--- config.mk ---
export PLATFORM = sky130hd
export DESIGN_NAME = islip_sched
export DESIGN_NICKNAME = d
export VERILOG_FILES = /design/src/rtl/islip_pkg.sv /design/src/rtl/islip_sched_rr_arb.sv /design/src/rtl/islip_sched.sv
export SDC_FILE = /design/constraint.sdc
export NUM_CORES = 1
export LEC_CHECK = 0
export CORE_MARGIN = 5
export CORE_UTILIZATION = 28
export DETAILED_ROUTE_END_ITERATION = 8
export PLACE_DENSITY = 0.55
export SETUP_SLACK_MARGIN = 0.5
export SLEW_MARGIN = 0
export SYNTH_ARGS = -nofsm -noshare
export SYNTH_HDL_FRONTEND = slang
export SYNTH_SLANG_ARGS = --single-unit
export TNS_END_PERCENT = 10
--- constraint.sdc ---
create_clock -name clk -period 4.3 [get_ports clk]
set_input_delay 0.645 -clock clk [delete_from_list [all_inputs] [get_ports clk]]
set_output_delay 0.645 -clock clk [all_outputs]
set_load 0.02 [all_outputs]
--- src/rtl/islip_pkg.sv ---
// Shared types for the iSLIP crossbar scheduler.
package islip_pkg;

    typedef enum logic [1:0] {
        IDLE = 2'd0,
        RUN  = 2'd1,
        DONE = 2'd2
    } state_e;

endpackage

--- src/rtl/islip_sched_rr_arb.sv ---
// Combinational N-way round-robin arbiter: first set request at or after ptr_i wins.
module rr_arb
    import islip_pkg::*;
#(
    parameter int N = 4,
    localparam int PTRW = $clog2(N)
) (
    input  logic [N-1:0]    req_i,
    input  logic [PTRW-1:0] ptr_i,
    output logic [N-1:0]    gnt_o,
    output logic            any_o
);

    always_comb begin
        logic            found;
        logic [PTRW-1:0] idx;
        gnt_o = '0;
        found = 1'b0;
        idx   = '0;
        for (int k = 0; k < N; k++) begin
            idx = PTRW'((int'(ptr_i) + k) % N);
            if (!found && req_i[idx]) begin
                gnt_o[idx] = 1'b1;
                found      = 1'b1;
            end
        end
    end

    assign any_o = |req_i;

endmodule

--- src/rtl/islip_sched.sv ---
// iSLIP crossbar scheduler: up to ITER grant/accept rounds per request matrix,
// fairness pointers advance only on first-round matches and persist across frames.
module islip_sched
    import islip_pkg::*;
#(
    parameter int N    = 4,
    parameter int ITER = 2
) (
    input  logic                  clk,
    input  logic                  reset,
    input  logic                  req_valid,
    output logic                  req_ready,
    input  logic [N-1:0][N-1:0]   req,
    output logic                  gnt_valid,
    input  logic                  gnt_ready,
    output logic [N-1:0][N-1:0]   gnt,
    output logic                  busy
);

    localparam int PTRW = $clog2(N);
    localparam int ICW  = $clog2(ITER + 1);

    state_e                 state_q, state_d;
    logic [N-1:0][N-1:0]    req_q, req_d;
    logic [N-1:0][N-1:0]    match_q, match_d;
    logic [ICW-1:0]         iter_cnt_q, iter_cnt_d;
    logic [N-1:0][PTRW-1:0] g_ptr_q, g_ptr_d;
    logic [N-1:0][PTRW-1:0] a_ptr_q, a_ptr_d;

    // g_* matrices are indexed [output][input], a_* matrices [input][output].
    logic [N-1:0][N-1:0]    match_t;
    logic [N-1:0][N-1:0]    g_req, g_oh;
    logic [N-1:0][N-1:0]    a_req, a_oh;
    logic [N-1:0]           in_free, out_free, g_any, a_any;

    genvar gi, gj;
    generate
        for (gi = 0; gi < N; gi++) begin : g_row
            for (gj = 0; gj < N; gj++) begin : g_col
                assign match_t[gj][gi] = match_q[gi][gj];
                assign g_req[gj][gi]   = req_q[gi][gj] & in_free[gi] & out_free[gj];
                assign a_req[gi][gj]   = g_oh[gj][gi] & g_any[gj];
            end
            assign in_free[gi]  = ~|match_q[gi];
            assign out_free[gi] = ~|match_t[gi];

            rr_arb #(.N(N)) u_grant (
                .req_i (g_req[gi]),
                .ptr_i (g_ptr_q[gi]),
                .gnt_o (g_oh[gi]),
                .any_o (g_any[gi])
            );

            rr_arb #(.N(N)) u_accept (
                .req_i (a_req[gi]),
                .ptr_i (a_ptr_q[gi]),
                .gnt_o (a_oh[gi]),
                .any_o (a_any[gi])
            );
        end
    endgenerate

    always_comb begin
        state_d    = state_q;
        req_d      = req_q;
        match_d    = match_q;
        iter_cnt_d = iter_cnt_q;
        g_ptr_d    = g_ptr_q;
        a_ptr_d    = a_ptr_q;
        case (state_q)
            IDLE: begin
                if (req_valid) begin
                    req_d      = req;
                    match_d    = '0;
                    iter_cnt_d = '0;
                    state_d    = RUN;
                end
            end
            RUN: begin
                match_d    = match_q | a_oh;
                iter_cnt_d = iter_cnt_q + 1'b1;
                // Later rounds must not move pointers, otherwise fairness is lost.
                if (iter_cnt_q == '0) begin
                    for (int i = 0; i < N; i++) begin
                        for (int j = 0; j < N; j++) begin
                            if (a_oh[i][j]) begin
                                a_ptr_d[i] = PTRW'((j + 1) % N);
                                g_ptr_d[j] = PTRW'((i + 1) % N);
                            end
                        end
                    end
                end
                if (!(|a_any) || iter_cnt_q == ICW'(ITER - 1)) begin
                    state_d = DONE;
                end
            end
            DONE: begin
                if (gnt_ready) begin
                    state_d = IDLE;
                end
            end
            default: state_d = IDLE;
        endcase
    end

    always_ff @(posedge clk or negedge reset) begin
        if (!reset) begin
            state_q    <= IDLE;
            req_q      <= '0;
            match_q    <= '0;
            iter_cnt_q <= '0;
            g_ptr_q    <= '0;
            a_ptr_q    <= '0;
        end else begin
            state_q    <= state_d;
            req_q      <= req_d;
            match_q    <= match_d;
            iter_cnt_q <= iter_cnt_d;
            g_ptr_q    <= g_ptr_d;
            a_ptr_q    <= a_ptr_d;
        end
    end

    assign req_ready = (state_q == IDLE);
    assign gnt_valid = (state_q == DONE);
    assign busy      = (state_q != IDLE);
    assign gnt       = gnt_valid ? match_q : '0;

endmodule

# Word-level counts from Yosys, hierarchy flattened
# Index checks and enable logic that the tools add are counted.
# totals
n_memories	0
ramBits	0
ff_bits	52
rom_bits	0
wordCells	536
latchBits	0
# classes
eq_ne	6
n_reduce_logical	126
magnitude_cmp	64
n_mul	0
div	0
muxes	224
n_shift	0
bitwise	73
add_sub_neg	25
# op_table
cell	count
4-bit two-way mux	32
2-bit by 3-bit less-than comparator with 1-bit output (second input constant)	32
4-bit bitwise OR	24
1-bit two-way mux	88
2-bit two-way mux	35
1-bit binary-select mux with 2-bit select	32
1-bit demux with 2-bit select	32
2-bit by 1-bit greater-or-equal comparator with 1-bit output (second input constant)	32
1-bit logical AND	56
1-bit bitwise AND	48
4-bit OR reduction	12
1-bit logical NOT	33
2-bit adder (second input constant)	16
16-bit two-way mux	2
16-bit case mux with 2 select lines	1
4-bit nonzero test	8
3-bit AND reduction	9
2-bit by 1-bit adder with 2-bit output (second input constant)	9
16-bit bitwise OR	1
16-bit OR reduction	1
2-bit case mux with 3 select lines	1
2-bit by 1-bit equality test with 1-bit output (second input constant)	2
2-bit logical NOT	2
2-bit != test (second input constant)	2
other kinds (6)	8

# Logic depth before layout (Yosys ltp)
# Gate-level depths: netlist of run 1.
# logic_depth
word_depth	33
depth_mapped	15
mapped_depth_nobuf	13

# Modules after synthesis
# Synthesis of run 1 repeated with hierarchy kept, for this count alone.
# hier_totals
cells_unflattened	506
hier_area_um2	5084.9
# modules_own_cells
module	seq_area_each_um2	n_inst	cells_per_inst	area_per_inst_um2
islip_sched	1301.2	1	258	2602.5
rr_arb	0.0	8	31	310.3

# Least setup slack after synthesis of run 1
# Ideal clock, no wire load.
# synth_timing
path_kind	flip-flop to flip-flop
start	reg g_ptr_q[0] (netlist bit)
end	reg a_ptr_q[4] (netlist bit)
synth_period_minus_slack_ns	3.761
stages_incl_launch_ff	15
arrival_time_ns	3.674
t_required_ns	4.213
path_slack_ns	0.539
path_cell_list	dfrtp_1 > clkbuf_1 > inv_1 > ha_1 > or4_1 > a21oi_1 > o311a_1 > or3b_1 > or3_1 > a211oi_1 > or3_1 > buf_2 > a221o_1 > o21bai_1 > a22oi_1
# synth_between
elab_chain_cells	28
elab_cells_between_ends	77
cone_classes	add/sub (3); order compare (8); mux (41); bitwise (7); reduce/logical (18)
# synth_lines
element	line	source
start, declared	islip_sched.sv:27	logic [N-1:0][PTRW-1:0] g_ptr_q, g_ptr_d;
start signal, assigned	islip_sched.sv:119	g_ptr_q <= g_ptr_d;
branches (longest 11 deep; another with 2-bit by 3-bit less-than comparator with 1-bit output)	--	
4-bit two-way mux *	islip_sched_rr_arb.sv:22	if (!found && req_i[idx]) begin
1-bit bitwise AND *	islip_sched.sv:42	assign a_req[gi][gj] = g_oh[gj][gi] & g_any[gj];
1-bit binary-select mux with 2-bit select	islip_sched_rr_arb.sv:22	
1-bit two-way mux (implied by the code)	islip_sched_rr_arb.sv:22	
1-bit two-way mux	islip_sched_rr_arb.sv:22	
1-bit logical NOT	islip_sched_rr_arb.sv:22	
1-bit logical AND	islip_sched_rr_arb.sv:22	
1-bit two-way mux	islip_sched_rr_arb.sv:22	
1-bit logical NOT	islip_sched_rr_arb.sv:22	
1-bit logical AND	islip_sched_rr_arb.sv:22	
1-bit two-way mux	islip_sched_rr_arb.sv:22	
1-bit logical NOT	islip_sched_rr_arb.sv:22	
1-bit logical AND	islip_sched_rr_arb.sv:22	
4-bit two-way mux *	islip_sched_rr_arb.sv:22	
2-bit two-way mux (3 in a row)	islip_sched.sv:86	if (a_oh[i][j]) begin
end signal, assigned	islip_sched.sv:120	a_ptr_q <= a_ptr_d;
end, declared	islip_sched.sv:28	logic [N-1:0][PTRW-1:0] a_ptr_q, a_ptr_d;
# Mark *: on every way between the ends. The select of a mux whose other input is x is not followed.
# A chain may end at the register's enable or synchronous reset.

# Worst setup path in the final report of run 1
# layout_timing
start	reg match_q[13] (netlist bit)
end	reg match_q[11] (netlist bit)
# layout_between
elab_chain_cells	31
elab_cells_between_ends	145
cone_classes	mux (76); bitwise (31); reduce/logical (38)
# layout_lines
element	line	source
start, declared	islip_sched.sv:25	logic [N-1:0][N-1:0] match_q, match_d;
start signal, assigned	islip_sched.sv:117	match_q <= match_d;
4-bit OR reduction	islip_sched.sv:44	assign in_free[gi] = ~|match_q[gi];
1-bit logical NOT	islip_sched.sv:44	
1-bit bitwise AND (2 in a row)	islip_sched.sv:41	assign g_req[gj][gi] = req_q[gi][gj] & in_free[gi] & out_free[gj];
1-bit binary-select mux with 2-bit select	islip_sched_rr_arb.sv:22	
1-bit two-way mux (implied by the code)	islip_sched_rr_arb.sv:22	
1-bit two-way mux	islip_sched_rr_arb.sv:22	
1-bit logical NOT	islip_sched_rr_arb.sv:22	
1-bit logical AND	islip_sched_rr_arb.sv:22	
[... 14 more ...]	--	
1-bit logical NOT	islip_sched_rr_arb.sv:22	
1-bit logical AND	islip_sched_rr_arb.sv:22	
1-bit two-way mux	islip_sched_rr_arb.sv:22	
1-bit logical NOT	islip_sched_rr_arb.sv:22	
1-bit logical AND	islip_sched_rr_arb.sv:22	
4-bit two-way mux *	islip_sched_rr_arb.sv:22	
16-bit bitwise OR *	islip_sched.sv:80	match_d = match_q | a_oh;
16-bit case mux with 2 select lines *	islip_sched.sv:70	case (state_q)
# Every way passes the cells marked *; elsewhere a longest branch is shown, timed or not. The select of a mux whose other input is x is not followed.

==> results of run 1 <==
==> kinds of logic (layout without fill, tap and decap cells) <==
family          Yosys count  count (layout)  synth area share
buf+inv                  77             194           0.05007
fa+ha+maj                57              57            0.1155
compound gates          243             243            0.3302
flops                    52              52            0.2108
mux                      30              30           0.06082
simple gates            241             241            0.2325
==> timing repair <==
item / in CTS / in global routing
hold buffers: 0 / 0
setup endpoints to repair: 34 / 34
pin swaps: 20 / 19
buffers inserted: 15 / 7
gates resized for setup: 48 / 27
cloned: 2 / 0
==> synthesized netlist by cell type, types with 6 or more instances <==
library cell and number:
a221oi_1 11, a2111oi_0 7, o22a_1 6, a211oi_1 18, and2_1 26, o22ai_1 11, nand4_1 11, nor4_1 10
clkbuf_1 21, a22o_1 10, nand3_1 27, inv_1 45, mux2_2 19, or4_1 9, dfrtp_1 52, mux2i_1 6
a21oi_1 13, a31oi_1 7, a221oi_2 8, o211ai_1 10, a32o_1 6, ha_1 57, nand2b_1 13, nor2_1 11
nand2_1 59, buf_2 7, nor2b_1 11, a22oi_1 10, o21ai_0 24, o21ai_1 10, a221o_1 12, o31ai_1 10
and3_1 9, nor3_1 11, o2111ai_1 6
==> worst paths after layout <==
kind / startpoint / end / slack (ps) / cells past startpoint
worst max-delay path: match_q[13] / match_q[11] / 280 / 13
worst min-delay path: reset / a_ptr_q[0] / 250 / 1
worst max register to register: match_q[13] / match_q[11] / 280 / 13
worst min register to register: iter_cnt_q[1] / iter_cnt_q[1] / 520 / 2
max in group asynchronous: reset / req_q[12] / 3180 / 2
min in group clk: iter_cnt_q[1] / iter_cnt_q[1] / 520 / 2
==> flip-flops by register name (all words and copies together), names as in the netlist <==
register    cells
match_q        16
a_ptr_q         8
iter_cnt_q      2
req_q          16
g_ptr_q         8
state_q         2
==> final cells by class <==
class	instances	area, um2
fill	2232	13660
multi-input combinational	571	4885
sequential	52	1301
timing repair buffer	139	1224
tap	280	350.3
inverter	47	176.4
clock buffer	5	125.1
clock inverter	3	33.78
==> cell usage in the layout (no fill, tap or decap), types with 13 or more instances in the layout <==
master,n
nand2b_1,13
clkdlybuf4s50_1,37
buf_4,93
o21ai_0,21
dfrtp_1,52
nand2_1,58
ha_1,57
a211oi_1,16
and2_1,26
mux2_2,19
inv_1,45
nand3_1,24
==> metal layers <==
layer,share of wire,up-vias,global-route usage
met3,0.061,40,0.03370
met2,0.45,231,0.2785
met1,0.45,3122,0.2362
met5,0.00095,-,0
li1,-,2998,-
met4,0.033,4,0.06946
==> worst max-delay path: cells and delay by family, from the launching register on <==
| kind | cells | cell delay (ps) |
|---|---|---|
| simple gates | 4 | 1350 |
| compound gates | 6 | 1540 |
| flops | 1 | 380 |
| buf+inv | 3 | 620 |
==> stage by stage <==
| step | util | hold slack, ps | instance area [um2] |
|---|---|---|---|
| floorplan | - | 349.4 | 6172 |
| global placement | 0.3393 | 480.9 | 7381 |
| detailed placement | 0.3393 | 510.7 | 7381 |
| CTS | 0.3636 | 274.2 | 7911 |
| global route | 0.3721 | 286.7 | 8095 |
| finish | 0.3721 | 253.0 | 8095 |
==> metrics.md, run 1 <==
| Metric | Value |
|---|---|
| Reg clk slew, reported paths | `80 ps` |
| Clock skew | `6.716 ps` |
| H-tree Lvls | `2` |
| Sequential-to-total area share from yosys stat | `0.2108` |
| Antenna violations before repair | `2` |
| CP cell instances | `or4_4 > bufbuf_16 > o32a_1 > o22a_2 > o31a_1 > or3b_4 > or3_1 > a211oi_1 > or3_1 > buf_6 > a221o_2 > buf_12 > a22o_1` |
| Vias per inst | `5.830` |
| Setup tns final | `0 ps` |
| Cell repeated most along the worst path | `or3_1` |
| Clk Latency, worst-skew pair | `320 ps` |
| Setup Viol. Count Final | `0` |
| Share of cells above drive strength 1 | `0.2791` |
| Grt total ovfl | `0` |
| Worst min-delay path class | `in2async` |
| Via count | `6395` |
| Final #Nets | `893` |
| DRC | `0` |
| Slew margin rel. | `0.3045` |
| First-pass GRT wire length | `34800 um` |
| PortBufs | `38` |
| Synthesized instance count | `700` |
| Critical Path Max Stage Delay | `580 ps` |
| Slowest-stage cell, CP | `or4_4` |
| Die ar. | `25110 um2` |
| Clock sinks | `52` |
| Cell Area, Synth | `6172 um2` |
| Minimum clock period | `4022 ps` |
| CP Class | `reg2reg` |
| WL final | `22060 um` |
| CP Data Arrival Time | `4230 ps` |
| Critical-path maximum fanout | `6` |
| Setup WS pre-CTS | `-21.08 ps` |
| Fraction of the cycle the final worst path needs | `0.9352` |
| Flops & latches, synth | `52` |
| Syn Nets | `777` |
| Post-synth EDFFs | `0` |
| Post-DR wirelength/cell | `20.11 um` |
| Total GRT Usage | `0.1757` |
| Final worst slack | `278.5 ps` |
| Die H | `158.5 um` |
| Synthesized area per cell | `8.817 um2` |
| CTS Root Cell | `clkbuf_16` |
| TritonCTS clock tree | `done` |
| Die X | `158.5 um` |
| Ys flop type | `dfrtp_1` |
| Tightest Pin Transition | `1041 ps` |
| Ys async rst share | `1.000` |
| # rows | `54` |
| Hold Vio Cnt, Final | `0` |
| Top Ports | `39` |
| DR pass1 iterations | `5` |
| Inst Count DP | `1065` |
| Status | `finished clean` |
| Ys Warns | `0` |
| Worst Path Required | `4510 ps` |
| Fin cells | `1097` |
| RSZ-0062 raised after global routing | `true` |
| Detailed router's first-iteration violation count | `554` |
| Clock Path Buffers | `2` |
| Max Freq | `248.7 MHz` |
| Number of global-route vias before repair | `6199` |
| Dominant cell type by area after synthesis | `dfrtp_1` |
| Crit end category | `register` |
| Largest net degree at the start of global routing | `38` |
| Antenna cells | `0` |
| Worst Setup Start Kind | `register` |
| Core ar. | `21760 um2` |
| Routability cong. | `0.9182` |
| Remaining antenna violation count after routing | `0` |
| Post-synth top area share | `0.2108` |
| CTS Buf Count | `5` |
| Netlist cell types | `87` |
| Initial Util | `0.2837` |
| Detailed Place HPWL | `16650 um` |
| Max-cap viol count | `0` |
| Area grow syn2layout | `31.16%` |
| Main area contributors after synthesis | `dfrtp_1 21%, ha_1 12%, nand2_1 3.6%, mux2_2 3.5%, inv_1 2.7%` |
| Slew Viols, Final | `0` |
Power of run 1 is left out: the tool's default activity adds up to more than one toggle a clock period on the data nets, which glitch-free logic cannot reach.
==> run 2, diff against run 1 <==
--- a/config.mk
+++ b/config.mk
@@ -10,7 +10,7 @@
 export DETAILED_ROUTE_END_ITERATION = 8
 export PLACE_DENSITY = 0.55
 export SETUP_SLACK_MARGIN = 0.5
-export SLEW_MARGIN = 0
+export SLEW_MARGIN = 20
 export SYNTH_ARGS = -nofsm -noshare
 export SYNTH_HDL_FRONTEND = slang
 export SYNTH_SLANG_ARGS = --single-unit
==> results of run 2 <==
The final DEF is identical to that of run 1; final timing and power are the same.
Power of run 2 is left out for the same reason.
==> run 3, diff against run 2 <==
--- a/config.mk
+++ b/config.mk
@@ -8,7 +8,7 @@
 export CORE_MARGIN = 5
 export CORE_UTILIZATION = 28
 export DETAILED_ROUTE_END_ITERATION = 8
-export PLACE_DENSITY = 0.55
+export PLACE_DENSITY = 0.56
 export SETUP_SLACK_MARGIN = 0.5
 export SLEW_MARGIN = 20
 export SYNTH_ARGS = -nofsm -noshare
==> constraint.sdc (replaced) <==
create_clock -name clk -period 3.3 [get_ports clk]
set_input_delay 0.495 -clock clk [delete_from_list [all_inputs] [get_ports clk]]
set_output_delay 0.495 -clock clk [all_outputs]
set_load 0.02 [all_outputs]
==> run 3 against run 2 <==
  * The flow now finishes with violations (negative setup slack)
  * Fmax increased by 0.71%
  * Routed wire length grew 3.5%
  * Register-to-register slack got worse by 970 ps
  * Global-route usage rose by 0.68 points
  * Cell count grew 9.4%
  * Worst setup slack worse by 970 ps
  * Die area unchanged
  * Sequential share of layout area decreased by 1.5 points
  * Critical path depth unchanged
  * Non-clock buffer count is 103 higher
  * Cell area increased by 10%
  * Clock-buffer cell count unchanged
==> metrics.md, run 3 (same netlist as run 1, synthesis figures left out) <==
| Metric | Value |
|---|---|
| CP Data Arrival Time | `4200 ps (-30 ps)` |
| CP cell instances | `or4_4 > buf_12 > o211a_1 > mux4_2 > and3_4 > a211oi_4 > buf_6 > nand2_1 > a31o_4 > a32o_2 > a211oi_4 > nand2_1 > a32o_1` |
| Clock skew | `10.87 ps (+4.159 ps)` |
| Post-DR wirelength/cell | `19.03 um (-5.3%)` |
| Crit end category | `register` |
| Slew Viols, Final | `0 (unchanged)` |
| Max-cap viol count | `0 (unchanged)` |
| Die ar. | `25110 um2 (unchanged)` |
| Area grow syn2layout | `44.35%` |
| Detailed router's first-iteration violation count | `486 (-12%)` |
| Final worst slack | `-693.0 ps (-971.5 ps)` |
| Initial Util | `0.2837 (unchanged)` |
| Grt total ovfl | `0 (unchanged)` |
| Most common cell after layout, fill and taps aside | `buf_4` |
| PortBufs | `38 (unchanged)` |
| Clock sinks | `52 (unchanged)` |
| Via count | `6740 (+5.4%)` |
| Vias per inst | `5.617 (-3.7%)` |
| Number of global-route vias before repair | `6625 (+6.9%)` |
| Slew margin rel. | `0.4674 (+0.1629)` |
| Multi-input combinational cell area | `4941 um2 (+1.2%)` |
| Largest net degree at the start of global routing | `36 (-5.3%)` |
| H-tree Lvls | `2 (unchanged)` |
| Die H | `158.5 um (unchanged)` |
| Slowest-stage cell, CP | `or4_4` |
| RSZ-0062 raised after global routing | `true` |
| Top Ports | `39 (unchanged)` |
| TritonCTS clock tree | `done` |
| Final #Nets | `996 (+12%)` |
| Design area | `8910 um2 (+10%)` |
| Status | `complete, but fails checks` |
| Storage element area | `1301 um2 (unchanged)` |
| Hold Vio Cnt, Final | `0 (unchanged)` |
| Clock Path Buffers | `2 (unchanged)` |
| DRC | `0 (unchanged)` |
| Worst min-delay path class | `in2async` |
| Max Freq | `250.4 MHz (+0.71%)` |
| Inst Count DP | `1182 (+11%)` |
| CTS Root Cell | `clkbuf_16` |
| Antenna violations before repair | `0 (-2)` |
| DP Area | `8297 um2 (+12%)` |
| Detailed Place HPWL | `17550 um (+5.4%)` |
| Critical-path maximum fanout | `17 (+11)` |
| Critical Path Max Stage Delay | `550 ps (-30 ps)` |
| Biggest regs | `match_q: 16 flops, req_q: 16 flops` |
| Most frequent cells in the layout | `191 x buf_4, 58 x nand2_1, 57 x ha_1` |
| Worst Setup Start Kind | `register` |
| Core ar. | `21760 um2 (unchanged)` |
| First-pass GRT wire length | `36480 um (+4.8%)` |
| Fraction of the cycle the final worst path needs | `1.210 (+0.2748)` |
| Clk Latency, worst-skew pair | `320 ps (about the same)` |
| Tightest Pin Transition | `798.9 ps (-241.8 ps)` |
| Worst Path Required | `3510 ps (-1000 ps)` |
| DR pass1 iterations | `5 (unchanged)` |
| Failing checks | `negative setup slack` |
| Reg clk slew, reported paths | `90 ps (about the same)` |
| Remaining antenna violation count after routing | `0 (unchanged)` |
| CTS Buf Count | `5 (unchanged)` |
| WL final | `22840 um (+3.5%)` |
| Fin cells | `1200 (+9.4%)` |
| Die X | `158.5 um (unchanged)` |
| # rows | `54 (unchanged)` |
| Share of cells above drive strength 1 | `0.3707 (+0.09158)` |
| Total GRT Usage | `0.1825 (+0.006776)` |
| Fillers | `2212 (-0.90%)` |
| Setup Viol. Count Final | `34 (+34)` |
| Routability cong. | `0.9312 (+1.4%)` |
| CP Class | `reg2reg` |
| Minimum clock period | `3993 ps (-28.54 ps)` |
| Antenna cells | `0 (unchanged)` |
run 3: cell count changes in the layout (fill, tap and decap cells not counted), moves of 4 or more:
| cell | before | now |
|---|---|---|
| buf_4 | 93 | 191 |
| o21ai_1 | 10 | 15 |
| o31ai_1 | 8 | 4 |
| o21ai_0 | 21 | 15 |
| buf_6 | 2 | 10 |
run 3: what timing repair did:
item,in CTS,in global routing
gates resized for setup,55,34
setup endpoints to repair,34,34
pin swaps,22,12
setup buffers,8,2
hold buffers,0,0
cloned,0,0
run 3: critical path: cells and delay by family, from the launching register on:
| kind | cells | cell delay [ps] |
|---|---|---|
| simple gates | 4 | 960 |
| mux | 1 | 470 |
| compound gates | 6 | 1730 |
| flops | 1 | 380 |
| buf+inv | 2 | 340 |
run 3: stage by stage:
step	worst slack (ps)	hold slack (ps)	utilization	TNS, ps
6_report	-693.0	246.9	0.4095	-18880
3_3_place_gp	-791.0	493.3	0.3814	-21990
5_1_grt	-836.3	307.1	0.4095	-24130
2_1_floorplan	-362.9	199.4	-	-7229
4_1_cts	-599.1	267.9	0.4029	-17520
3_5_place_dp	-821.8	484.4	0.3814	-22840
run 3: routing by layer:
metal,global-route usage,share of wire
met5,0,0
met3,0.02827,0.048
met1,0.2528,0.46
met2,0.2938,0.46
met4,0.05483,0.026
run 3: worst paths after layout:
path	start	depth (start not counted)	end	slack, ps
max reg2reg	match_q[12]	13	g_ptr_q[3]	-690
min in group clk	iter_cnt_q[1]	2	iter_cnt_q[1]	500
max in group asynchronous	reset	2	a_ptr_q[2]	2220
max	match_q[12]	13	g_ptr_q[3]	-690
min	reset	1	iter_cnt_q[0]	250
min reg2reg	iter_cnt_q[1]	2	iter_cnt_q[1]	500
run 3: cell type report:
cell class,count,area share
repair buffers,242,0.2224
multi-input cells,571,0.5546
well taps,280,0.03932
clock buffers,5,0.01404
clock inverters,3,0.003792
inverters,47,0.01980
flip-flops and latches,52,0.1460
Power of run 3 is left out for the same reason.
